File: src/rtl/vc_elastic_pipe_reg.sv
// Elastic val/rdy pipeline register chain of p_nstages stages. Each stage is either a
// single-entry pipe register or a two-entry skid buffer whose upstream ready is a flop.
module vc_elastic_pipe_reg #(
  parameter int p_nbits       = 32,
  parameter int p_nstages     = 2,
  parameter int p_reset_value = 0,
  parameter int p_skid        = 1,
  localparam int Cap  = p_nstages * (p_skid + 1),
  localparam int OccW = $clog2(Cap + 1)
) (
  input  logic               clk,
  input  logic               reset,
  input  logic               in_val,
  output logic               in_rdy,
  input  logic [p_nbits-1:0] in_msg,
  output logic               out_val,
  input  logic               out_rdy,
  output logic [p_nbits-1:0] out_msg,
  output logic [OccW-1:0]    occupancy
);

  localparam logic [p_nbits-1:0] ResetMsg = p_nbits'(p_reset_value);

  logic               stage0Rdy;
  logic               headVal;
  logic [p_nbits-1:0] headMsg;
  logic               inXfer;
  logic               outXfer;
  logic [OccW-1:0]    occ_q;
  logic [OccW-1:0]    occ_d;

  // Both handshakes are forced idle while reset is high, so nothing moves on a reset cycle.
  assign in_rdy    = stage0Rdy && !reset;
  assign out_val   = headVal && !reset;
  assign out_msg   = headMsg;
  assign inXfer    = in_val && in_rdy;
  assign outXfer   = out_val && out_rdy;
  assign occupancy = occ_q;

  always_comb begin
    occ_d = occ_q;
    if (inXfer && !outXfer) begin
      occ_d = occ_q + OccW'(1);
    end else if (!inXfer && outXfer) begin
      occ_d = occ_q - OccW'(1);
    end
  end

  always_ff @(posedge clk) begin
    if (reset) begin
      occ_q <= '0;
    end else begin
      occ_q <= occ_d;
    end
  end

  if (p_skid != 0) begin : g_skid
    logic [p_nstages-1:0] mainVal_q;
    logic [p_nstages-1:0] mainVal_d;
    logic [p_nstages-1:0] skidVal_q;
    logic [p_nstages-1:0] skidVal_d;
    logic [p_nbits-1:0]   mainMsg_q [p_nstages];
    logic [p_nbits-1:0]   mainMsg_d [p_nstages];
    logic [p_nbits-1:0]   skidMsg_q [p_nstages];
    logic [p_nbits-1:0]   skidMsg_d [p_nstages];
    logic [p_nstages-1:0] offVal;
    logic [p_nstages-1:0] dnRdy;
    logic [p_nstages-1:0] acc;
    logic [p_nstages-1:0] pop;
    logic [p_nbits-1:0]   offMsg [p_nstages];

    // A stage only looks at its neighbours' registered state, so ready never ripples.
    always_comb begin
      mainVal_d = mainVal_q;
      skidVal_d = skidVal_q;
      mainMsg_d = mainMsg_q;
      skidMsg_d = skidMsg_q;
      offMsg    = mainMsg_q;
      offVal    = '0;
      dnRdy     = '0;
      acc       = '0;
      pop       = '0;
      for (int k = 0; k < p_nstages; k++) begin
        if (k == 0) begin
          offVal[k] = in_val;
          offMsg[k] = in_msg;
        end else begin
          offVal[k] = mainVal_q[k-1];
          offMsg[k] = mainMsg_q[k-1];
        end
        if (k == p_nstages - 1) begin
          dnRdy[k] = out_rdy;
        end else begin
          dnRdy[k] = !skidVal_q[k+1];
        end
        acc[k] = offVal[k] && !skidVal_q[k];
        pop[k] = mainVal_q[k] && dnRdy[k];

        if (pop[k]) begin
          if (skidVal_q[k]) begin
            mainMsg_d[k] = skidMsg_q[k];
            skidVal_d[k] = 1'b0;
          end else if (acc[k]) begin
            mainMsg_d[k] = offMsg[k];
          end else begin
            mainVal_d[k] = 1'b0;
          end
        end else if (acc[k]) begin
          if (!mainVal_q[k]) begin
            mainVal_d[k] = 1'b1;
            mainMsg_d[k] = offMsg[k];
          end else begin
            skidVal_d[k] = 1'b1;
            skidMsg_d[k] = offMsg[k];
          end
        end
      end
    end

    always_ff @(posedge clk) begin
      if (reset) begin
        mainVal_q <= '0;
        skidVal_q <= '0;
        for (int k = 0; k < p_nstages; k++) begin
          mainMsg_q[k] <= ResetMsg;
          skidMsg_q[k] <= ResetMsg;
        end
      end else begin
        mainVal_q <= mainVal_d;
        skidVal_q <= skidVal_d;
        mainMsg_q <= mainMsg_d;
        skidMsg_q <= skidMsg_d;
      end
    end

    assign stage0Rdy = !skidVal_q[0];
    assign headVal   = mainVal_q[p_nstages-1];
    assign headMsg   = mainMsg_q[p_nstages-1];
  end else begin : g_pipe
    logic [p_nstages-1:0] val_q;
    logic [p_nstages-1:0] val_d;
    logic [p_nstages-1:0] adv;
    logic [p_nstages-1:0] offVal;
    logic [p_nbits-1:0]   msg_q  [p_nstages];
    logic [p_nbits-1:0]   msg_d  [p_nstages];
    logic [p_nbits-1:0]   offMsg [p_nstages];

    // Ready ripples back from out_rdy, so the chain is walked head-first.
    always_comb begin
      val_d  = val_q;
      msg_d  = msg_q;
      offMsg = msg_q;
      offVal = '0;
      adv    = '0;
      for (int k = p_nstages - 1; k >= 0; k--) begin
        if (k == p_nstages - 1) begin
          adv[k] = !val_q[k] || out_rdy;
        end else begin
          adv[k] = !val_q[k] || adv[k+1];
        end
        if (k == 0) begin
          offVal[k] = in_val;
          offMsg[k] = in_msg;
        end else begin
          offVal[k] = val_q[k-1];
          offMsg[k] = msg_q[k-1];
        end
        if (adv[k]) begin
          val_d[k] = offVal[k];
          if (offVal[k]) begin
            msg_d[k] = offMsg[k];
          end
        end
      end
    end

    always_ff @(posedge clk) begin
      if (reset) begin
        val_q <= '0;
        for (int k = 0; k < p_nstages; k++) begin
          msg_q[k] <= ResetMsg;
        end
      end else begin
        val_q <= val_d;
        msg_q <= msg_d;
      end
    end

    assign stage0Rdy = adv[0];
    assign headVal   = val_q[p_nstages-1];
    assign headMsg   = msg_q[p_nstages-1];
  end

  // Protocol inputs must be known once out of reset, and the count can never pass capacity.
  always_ff @(posedge clk) begin
    if (!reset) begin
      assert (!$isunknown(in_val) && !$isunknown(out_rdy));
      assert (occ_q <= OccW'(Cap));
    end
  end

endmodule

File: config.mk
export PLATFORM = sky130hd
export DESIGN_NAME = vc_elastic_pipe_reg
export DESIGN_NICKNAME = d
export VERILOG_FILES = /design/src/rtl/vc_elastic_pipe_reg.sv
export SDC_FILE = /design/constraint.sdc
export NUM_CORES = 1
export LEC_CHECK = 0
export BUFFER_PORTS_ARGS = -buffer_cell sky130_fd_sc_hd__buf_2
export CORE_ASPECT_RATIO = 0.7
export CORE_MARGIN = 3
export CORE_UTILIZATION = 60
export CTS_CLUSTER_DIAMETER = 100
export DETAILED_ROUTE_END_ITERATION = 8
export GPL_TIMING_DRIVEN = 0
export PLACE_DENSITY = 0.91
export SETUP_SLACK_MARGIN = 0.15
export SYNTH_ARGS = -nofsm -noshare
export SYNTH_HDL_FRONTEND = slang
export SYNTH_SLANG_ARGS = --single-unit
File: constraint.sdc
create_clock -name clk -period 4.4 [get_ports clk]
set_input_delay 0.22 -clock clk [delete_from_list [all_inputs] [get_ports clk]]
set_output_delay 0.22 -clock clk [all_outputs]
set_load 0.02 [all_outputs]
==> flow_summary.yaml <==
setup_path:
  worst_path_max_delay_cell: "sky130_fd_sc_hd__clkbuf_1"
  timing.reg2reg.setup_slack_ns: 1.80
  r2r_cells: 8
  crit-reg2reg-launch: "g_skid.skidVal_q[0]$_SDFFE_PP0P_"
  worstSetupPathType: "reg2reg"
  timing_startpoint_of_the_critical_path: "g_skid.skidVal_q[0]$_SDFFE_PP0P_"
  worst_ep_required_time_ns: 4.73
  cp_max_fo: 10
  crit_path_end_kind: "flop"
  worst_ep_arrival_time_ns: 2.93
  critical_path.cell_chain: "buf_2, buf_1, nand2b_1, ha_1, a21o_1, clkbuf_1, a221oi_1, a221oi_2"
  cp_slowest_stage_delay_ns: 0.45
  worst_setup_sp_type: "flop"
synth:
  synthMostInstantiatedCell: "sky130_fd_sc_hd__nand2_1"
  synth_cell_types: 35
  synth_seq_cells: 135
  yosysTopAreaCellShare: 0.4280
  yosysSeqAreaShare: 0.4280
  netlist_top_cells_area: "sky130_fd_sc_hd__dfxtp_1, sky130_fd_sc_hd__nand2_1, sky130_fd_sc_hd__a21oi_1"
  synthesized_net_count: 806
  synth-edff-count: 0
  netlist.top_cell.by_area: "sky130_fd_sc_hd__dfxtp_1"
  average_size_of_a_mapped_cell_um2: 8.244
  synth_common_cells: "sky130_fd_sc_hd__nand2_1, sky130_fd_sc_hd__dfxtp_1, sky130_fd_sc_hd__a21oi_1"
  synth_ff_type: "sky130_fd_sc_hd__dfxtp_1"
  yosysWarnings: 0
  synthesis.instances: 766
  synth-async-reset-ratio: 0
  syn_area_um2: 6315
placed_design:
  buffer_ports.inserted: 70
  post_dp_area_um2: 6825
  post-dp-hpwl_um: 11460
  gp_congestion: 0.8938
  worst_case_setup_slack_after_placement_ns: 1.937
  place.detailed.instances: 964
route:
  drtPass1Iterations: 7
  vias: 5758
  average_wire_per_cell_in_the_routed_design_um: 16.78
  remaining_drc_errors: 0
  postRouteAntennaNets: 0
  avgViaCountPerCell: 5.781
  totalWireLength_um: 16710
  drt_iter0_drc: 662
clock_network:
  cts_tree: "built"
  cts_repair_resize_count: 0
  holdBufCountCts: 0
  ctsLongestPathBuffers: 2
  post-cts-setup-buffer-count: 0
  clk_pin_slew_worst_paths_ns: 0.06
  cts_buffers: 17
  htree_num_levels: 4
  worst_skew_pair.late_latency_ns: 0.42
  clock_sink_count: 135
  clockRootBuffer: "sky130_fd_sc_hd__clkbuf_16"
timing:
  timing.final.crit_share: 0.5915
  slew-limit-headroom: 0.3935
  timing.clock.skew_ns: 0.007328
  max_freq_ghz: 0.3842
  tightestPinTransition_ns: 0.9097
  final.hold.worst_slack_ns: 0.05624
  fin_hold_viols: 0
  layout_setup_ws_ns: 1.797
  grt_setup_unrepaired: "no"
  setup_violations: 0
  layout_min_cycle_time_ns: 2.603
  drv_slew: 0
  tns_ns: 0
die:
  io_pins: 73
  floorplan.die_area_um2: 11810
  fp.dieH_um: 91.84
  coreArea_um2: 9985
  rows: 30
  die_width_um: 128.6
  initial_utilization: 0.6325
grt:
  grt_first_pass_wirelength_um: 26680
  global_route.usage.total: 0.2834
  first_global_vias: 5474
  grt.overflow.total: 0
  antenna_found_initial: 0
  grt_start_max_net_pins: 17
power_and_ir_drop:
  irDropWorstVdd_v: 0.0003487
  power_density_nw_per_um2: 609.3
  post-layout-total-power_mw: 4.559
  leakage_component_of_the_power_nw: 3.146
final_layout:
  final_core_util: 0.7494
  fin_nets: 895
  fin_cells: 996
  layout.cell_area.non_filler_um2: 7482
  layout-drive-gt1-share: 0.2293
  antenna_cells_inserted: 0
  flow.area_growth_from_synthesis_pct: 18.49
status:
  run_status: "complete, no violations"
worst_hold_path:
  holdPathStages: 3
  holdCritStartpoint: "in_msg[14]"
  hp-class: "in2reg"
run:
  drv_cap: 0
logic make-up (layout without fill, tap and decap cells):
logic type                 count (synthesis)  after routing  share of synthesized area
AOI/OAI and AO/OA                        234            234                     0.2849
and+or+nand+nor                          219            219                     0.1413
buffers and inverters                    171            273                     0.1324
DFF                                      135            135                     0.4280
adders and majority gates                  4              4                   0.009115
xor gates and xnor gates                   2              2                   0.002774
muxes                                      1              1                   0.001585
worst max-delay path, delay by kind of cell, from the launching register on:
family                   cells  cell delay (ns)
AO/OA/AOI/OAI                3             0.66
buffers and inverters        3             1.07
adder cells (fa/ha/maj)      1             0.17
flip-flops                   1             0.41
AND/OR/NAND/NOR              1             0.21
where the power goes:
| group | internal, mW | total (mW) | switching, mW |
|---|---|---|---|
| combinational | 0.586 | 1.40 | 0.818 |
| sequential | 1.42 | 1.59 | 0.170 |
| clock | 1.04 | 1.57 | 0.532 |
| total | 3.04 | 4.56 | 1.52 |
flip-flops by register name, summed over array words and instances (netlist names):
signal and flops:
g_skid.mainMsg_q 32, g_skid.mainVal_q 2, g_skid.skidMsg_q 64, g_skid.skidVal_q 2, occupancy 3, out_msg 32
placed cells by master (no fill, tap or decap), types with 3 or more instances in the layout:
| cell type | n |
|---|---|
| sky130_fd_sc_hd__clkinvlp_4 | 5 |
| sky130_fd_sc_hd__a21o_1 | 32 |
| sky130_fd_sc_hd__dfxtp_1 | 135 |
| sky130_fd_sc_hd__nor2_1 | 6 |
| sky130_fd_sc_hd__nand2b_1 | 6 |
| sky130_fd_sc_hd__a311oi_1 | 32 |
| sky130_fd_sc_hd__ha_1 | 3 |
| sky130_fd_sc_hd__bufinv_16 | 5 |
| sky130_fd_sc_hd__inv_1 | 65 |
| sky130_fd_sc_hd__buf_6 | 3 |
| sky130_fd_sc_hd__clkbuf_1 | 38 |
| sky130_fd_sc_hd__buf_2 | 99 |
| sky130_fd_sc_hd__a221oi_1 | 33 |
| sky130_fd_sc_hd__clkbuf_16 | 17 |
| sky130_fd_sc_hd__a21oi_1 | 101 |
| sky130_fd_sc_hd__nand2_1 | 194 |
| sky130_fd_sc_hd__a221oi_2 | 29 |
| sky130_fd_sc_hd__buf_4 | 36 |
| sky130_fd_sc_hd__o21ai_0 | 3 |
layer usage:
| layer | share of wire | GRT usage | vias to the layer above |
|---|---|---|---|
| met2 | 0.44 | 0.4242 | 304 |
| met3 | 0.10 | 0.07974 | 32 |
| met4 | 0.017 | 0.08304 | 0 |
| met5 | 0 | 0 | - |
| met1 | 0.44 | 0.3994 | 2645 |
| li1 | - | - | 2777 |
cell type report:
type	instances	area [um^2]
Buffer	106	591.8
Clock buffer	21	460.4
Tap cell	128	160.2
Fill cell	743	2502
Multi-Input combinational cell	460	2776
Timing Repair Buffer	70	350.3
Inverter	65	244.0
Clock inverter	11	196.4
Sequential cell	135	2703
final timing paths:
path                                            end
hold reg to reg   g_skid.skidMsg_q[46]$_SDFFE_PP0P_
hold / removal    g_skid.skidMsg_q[46]$_SDFFE_PP0P_
setup / recovery  g_skid.mainMsg_q[33]$_SDFFE_PP0P_
setup reg to reg  g_skid.mainMsg_q[33]$_SDFFE_PP0P_
Note: power is estimated with default switching activity, not from simulation.
